[src/rtl/present_pkg.sv]
// Shared constants, state encoding and S-box for the PRESENT key schedule.
package present_pkg;

    localparam int ROUND_KEY_W    = 64;
    localparam int NUM_ROUND_KEYS = 32;
    localparam int ROUND_CNT_W    = 5;

    // Element x holds S(x); listed from entry 15 down to entry 0.
    localparam logic [15:0][3:0] SBOX = {
        4'h2, 4'h1, 4'h7, 4'h4, 4'h8, 4'hF, 4'hE, 4'h3,
        4'hD, 4'hA, 4'h0, 4'h9, 4'hB, 4'h6, 4'h5, 4'hC
    };

    typedef enum logic {
        IDLE = 1'b0,
        RUN  = 1'b1
    } state_t;

    function automatic logic [3:0] sbox4(input logic [3:0] x);
        return SBOX[x];
    endfunction

endpackage

[src/rtl/present_key_round.sv]
// One PRESENT key-schedule update: rotate left 61, S-box the top nibble(s), xor in the round counter.
module present_key_round
    import present_pkg::*;
#(
    parameter int KEY_WIDTH = 80
) (
    input  logic [KEY_WIDTH-1:0]   key,
    input  logic [ROUND_CNT_W-1:0] round,
    output logic [KEY_WIDTH-1:0]   key_next
);

    logic [KEY_WIDTH-1:0] rotated;

    assign rotated = {key[KEY_WIDTH-62:0], key[KEY_WIDTH-1:KEY_WIDTH-61]};

    generate
        if (KEY_WIDTH == 128) begin : g_k128
            always_comb begin
                key_next          = rotated;
                key_next[127:124] = sbox4(rotated[127:124]);
                key_next[123:120] = sbox4(rotated[123:120]);
                key_next[66:62]   = rotated[66:62] ^ round;
            end
        end else begin : g_k80
            always_comb begin
                key_next        = rotated;
                key_next[79:76] = sbox4(rotated[79:76]);
                key_next[19:15] = rotated[19:15] ^ round;
            end
        end
    endgenerate

endmodule

[src/rtl/present_key_schedule.sv]
// Flow-controlled PRESENT key schedule emitting 32 round keys per loaded key.
// Optional macro PRESENT_KS_LAST_KEY_EN adds a captured final key register for decryption preload.
module present_key_schedule
    import present_pkg::*;
#(
    parameter int KEY_WIDTH = 80,
    parameter int NUM_RK    = 32
) (
    input  logic                   clk,
    input  logic                   rst,
    input  logic [KEY_WIDTH-1:0]   key_i,
    input  logic                   key_valid_i,
    output logic                   key_ready_o,
    output logic [ROUND_KEY_W-1:0] rk_o,
    output logic                   rk_valid_o,
    input  logic                   rk_ready_i,
    output logic [ROUND_CNT_W-1:0] round_o,
    output logic                   last_o,
`ifdef PRESENT_KS_LAST_KEY_EN
    output logic [KEY_WIDTH-1:0]   last_key_o,
    output logic                   last_key_valid_o,
`endif
    output state_t                 state_o
);

    generate
        if (KEY_WIDTH != 80 && KEY_WIDTH != 128) begin : g_bad_width
            $error("present_key_schedule: KEY_WIDTH must be 80 or 128");
        end
        if (NUM_RK != NUM_ROUND_KEYS) begin : g_bad_count
            $error("present_key_schedule: NUM_RK must be 32");
        end
    endgenerate

    state_t                 state, state_next;
    logic [KEY_WIDTH-1:0]   key_reg, key_upd;
    logic [ROUND_CNT_W-1:0] cnt;
    logic                   load, advance, finish;

    present_key_round #(.KEY_WIDTH(KEY_WIDTH)) u_round (
        .key      (key_reg),
        .round    (cnt),
        .key_next (key_upd)
    );

    // Both interfaces use valid/ready: a transfer happens on a rising edge where
    // valid and ready are both high; valid-side data stays stable until then.
    always_comb begin
        state_next  = state;
        load        = 1'b0;
        advance     = 1'b0;
        finish      = 1'b0;
        key_ready_o = 1'b0;
        rk_valid_o  = 1'b0;
        last_o      = 1'b0;
        case (state)
            IDLE: begin
                key_ready_o = 1'b1;
                if (key_valid_i) begin
                    load       = 1'b1;
                    state_next = RUN;
                end
            end
            RUN: begin
                rk_valid_o = 1'b1;
                last_o     = (cnt == '0);
                if (rk_ready_i) begin
                    if (cnt == '0) begin
                        finish     = 1'b1;
                        state_next = IDLE;
                    end else begin
                        advance = 1'b1;
                    end
                end
            end
            default: state_next = IDLE;
        endcase
    end

    always_ff @(posedge clk or posedge rst) begin
        if (rst) begin
            state   <= IDLE;
            key_reg <= '0;
            cnt     <= '0;
        end else begin
            state <= state_next;
            if (load) begin
                key_reg <= key_i;
                cnt     <= ROUND_CNT_W'(1);
            end else if (advance) begin
                // Counter 31 wraps to 0, which tags round key 32.
                key_reg <= key_upd;
                cnt     <= cnt + ROUND_CNT_W'(1);
            end
        end
    end

    assign rk_o    = key_reg[KEY_WIDTH-1 -: ROUND_KEY_W];
    assign round_o = cnt;
    assign state_o = state;

`ifdef PRESENT_KS_LAST_KEY_EN
    always_ff @(posedge clk or posedge rst) begin
        if (rst) begin
            last_key_o       <= '0;
            last_key_valid_o <= 1'b0;
        end else if (load) begin
            last_key_valid_o <= 1'b0;
        end else if (finish) begin
            last_key_o       <= key_reg;
            last_key_valid_o <= 1'b1;
        end
    end
`else
    logic unused_finish;
    assign unused_finish = finish;
`endif

endmodule

[config.mk]
export PLATFORM = sky130hd
export DESIGN_NAME = present_key_schedule
export DESIGN_NICKNAME = d
export VERILOG_FILES = /design/src/rtl/present_pkg.sv /design/src/rtl/present_key_round.sv /design/src/rtl/present_key_schedule.sv
export SDC_FILE = /design/constraint.sdc
export NUM_CORES = 1
export LEC_CHECK = 0
export BUFFER_PORTS_ARGS = -buffer_cell sky130_fd_sc_hd__buf_2
export CAP_MARGIN = 10
export CELL_PAD_IN_SITES_DETAIL_PLACEMENT = 0
export CELL_PAD_IN_SITES_GLOBAL_PLACEMENT = 1
export CORE_MARGIN = 2
export CORE_UTILIZATION = 35
export DETAILED_ROUTE_END_ITERATION = 8
export PLACE_DENSITY = 0.77
export SYNTH_ARGS = -nofsm -noshare
export SYNTH_HDL_FRONTEND = slang
export SYNTH_HIERARCHICAL = 1
export SYNTH_SLANG_ARGS = --single-unit
[constraint.sdc]
create_clock -name clk -period 2.2 [get_ports clk]
set_clock_uncertainty 0.1 [all_clocks]
set_input_delay 0.11 -clock clk [delete_from_list [all_inputs] [get_ports clk]]
set_output_delay 0.11 -clock clk [all_outputs]
set_load 0.01 [all_outputs]
==> metrics.cfg <==
[run_status]
outcome = complete, no violations

[floorplan]
initial_core_util_pct = 35.8
coreArea_sq_mm = 0.0153
io_pins = 157
die_height_um = 129
dieArea_sq_mm = 0.0166
fp.dieW_um = 129
row_count = 45

[final_layout]
diodes = 0
largest_register_ffs = 80
seq_area_sq_mm = 0.00215
n_fill_cell = 1547
layout.nets = 824
finalNonFillerCells = 949
syn_to_final_growth_pct = 21.5
multiInputGateArea_sq_mm = 0.00203
drive_above_1_share_pct = 27.6

[timing]
period_share_pct = 95.8
tns_ns = 0
setup_viol = 0
hold_violations = 0
rsz0062_at_grt = false
fmax_ghz = 0.474
tightest_slew_ns = 0.495
fin_crit_ns = 2.11
whs_ns = 0.257
worst_slack_ns = 0.0917
slew_violations = 0
relSlewSlack_pct = 67.0

[synth]
netlist_area_sq_mm = 0.00547
yosys_warnings = 6
seq_area_frac_synth_pct = 39.4
yosys.area.top_type_share_pct = 39.4
yosysUniqueCellTypes = 30
synth.largest_area_cell = dfrtp_1
synth-seq-cells = 86
synth_area_leaders = dfrtp_1, buf_4, a31oi_1
synth_edf_count = 0
syn_nets = 741
synth.most_common_cell = buf_4
syn_avg_cell_area_sq_um = 8.41
synthFlopType = dfrtp_1
postSynthCellCount = 650
async_flop_share_pct = 100
synth_common_cells = buf_4, dfrtp_1, nor2_1

[grt]
grt_pass1_wl_um = 25600
grtUsageTotal_pct = 19.6
antenna_found_initial = 0
grt_overflow_total = 0
grt_max_degree = 87
grt_pass1_vias = 4723

[route]
post_drt_wl_per_cell_um = 17.5
final_antenna_net_count = 0
first_pass_iters = 5
routed_wirelength_um = 16700
vias = 4847
drt_iter0_drc = 292
via_per_inst = 5.11
drc = 0

[critical_path]
arrival_ns = 1.90
start_kind = register
end_kind = primary output
crit_required_ns = 1.99
path_class = register to primary output
worst-path-max-fanout = 5

[job]
drv_cap = 0

[place]
gp_congestion = 0.853
dp_worst_setup_slack_ns = 0.186
dp_cells = 847
post-dp-hpwl_um = 10900
port_buffers = 156

[clocking]
clk_latency_ns = 0.35
htree_levels = 3
cts_tree = done
clockBufferDepth = 2
path_clk_slew_ns = 0.07
clkSinkCount = 86
cts-root-buf = clkbuf_16
cts-buffers-inserted = 9

[power_and_ir_drop]
power.density_mw_per_mm2 = 1330
p_total_uw = 8840
clockPowerShare_pct = 17.0
intPower_uw = 5080
share_comb_of_total_power_pct = 47.9
power.switching_uw = 3750
swShare_pct = 42.5
p_seq_share_pct = 35.0
p_leak_uw = 0.00305
ir_drop_uv = 521

[min_path]
hp-class = input port to register

-- worst max-delay path: stages (launching register included) --
cell and delay [ns]:
dfrtp_1 0.38, inv_1 0.09, ha_2 0.19, or4b_4 0.53
buf_12 0.16, nor2_1 0.08, buf_2 0.13
-- kinds of logic after synthesis --
family                   share of synthesized area [%]
adder cells (fa/ha/maj)                           1.60
AO/OA/AOI/OAI                                     24.8
XOR/XNOR                                          1.28
AND/OR/NAND/NOR                                   7.62
flip-flops                                        39.4
buffers and inverters                             24.0
multiplexers                                      1.40
-- power by group through the flow --
stage,Sequential (uW),Clock (uW),Combinational [uW]
after floorplan,2860,0,4140
after global placement,3080,0,3910
after detailed placement,3110,0,4020
after CTS,3090,1540,4150
after global routing,3190,1620,4640
final,3100,1510,4230
-- final timing paths --
path	from	end	slack [ns]	cells after the start
worst max-delay path	round_o[0]$_DFFE_PP0P_	last_o	0.09	6
worst min-delay path	rk_ready_i	round_o[2]$_DFFE_PP0P_	0.26	4
worst max register to register	round_o[0]$_DFFE_PP0P_	round_o[1]$_DFFE_PP0P_	0.14	6
worst min register to register	key_reg[8]$_DFFE_PP0P_	key_reg[8]$_DFFE_PP0P_	0.45	2
max in group asynchronous	rst	key_reg[59]$_DFFE_PP0P_	1.27	4
min in group asynchronous	rst	key_reg[32]$_DFFE_PP0P_	0.33	4
-- stage by stage --
step	instance area (sq um)	util, %
2_1_floorplan	5470	-
3_3_place_gp	5480	35.9
3_5_place_dp	5480	35.9
4_1_cts	6580	43.1
5_1_grt	6640	43.5
6_report	6640	43.5
-- layout make-up --
type | instances | area share, %
clock buffer | 11 | 3.50
tap | 211 | 3.97
timing repair buffer | 262 | 28.4
multi-input combinational | 367 | 30.5
sequential | 86 | 32.4
inverter | 7 | 0.452
clock inverter | 5 | 0.753
-- cells in the final DEF (no fill, tap or decap), drive strengths merged, types with 2 or more instances in the layout --
master,count
buf,179
o21ai,84
clkinv,4
mux2i,2
mux4,2
inv,6
nand2,3
xor2,7
dfrtp,86
a31oi,80
nand3,5
a21oi,82
dlygate4sd3,82
ha,7
nor2,83
clkbuf,12
-- routing by layer --
layer / GRT usage, % / vias to the layer above / wire (um)
li1: - / 2285 / -
met1: 24.6 / 2351 / 7170
met2: 34.4 / 193 / 8290
met3: 3.78 / 18 / 894
met4: 5.63 / 0 / 289
met5: 0 / - / 0
-- what timing repair did --
item / in CTS / in global routing
endpoints found under the hold margin: 167 / 0
resized for setup: 1 / 3
setup endpoints to repair: 1 / 1
buffers inserted: 0 / 3
hold buffers: 82 / 0
gates cloned: 0 / 1
(Power assumes the default switching activity.)
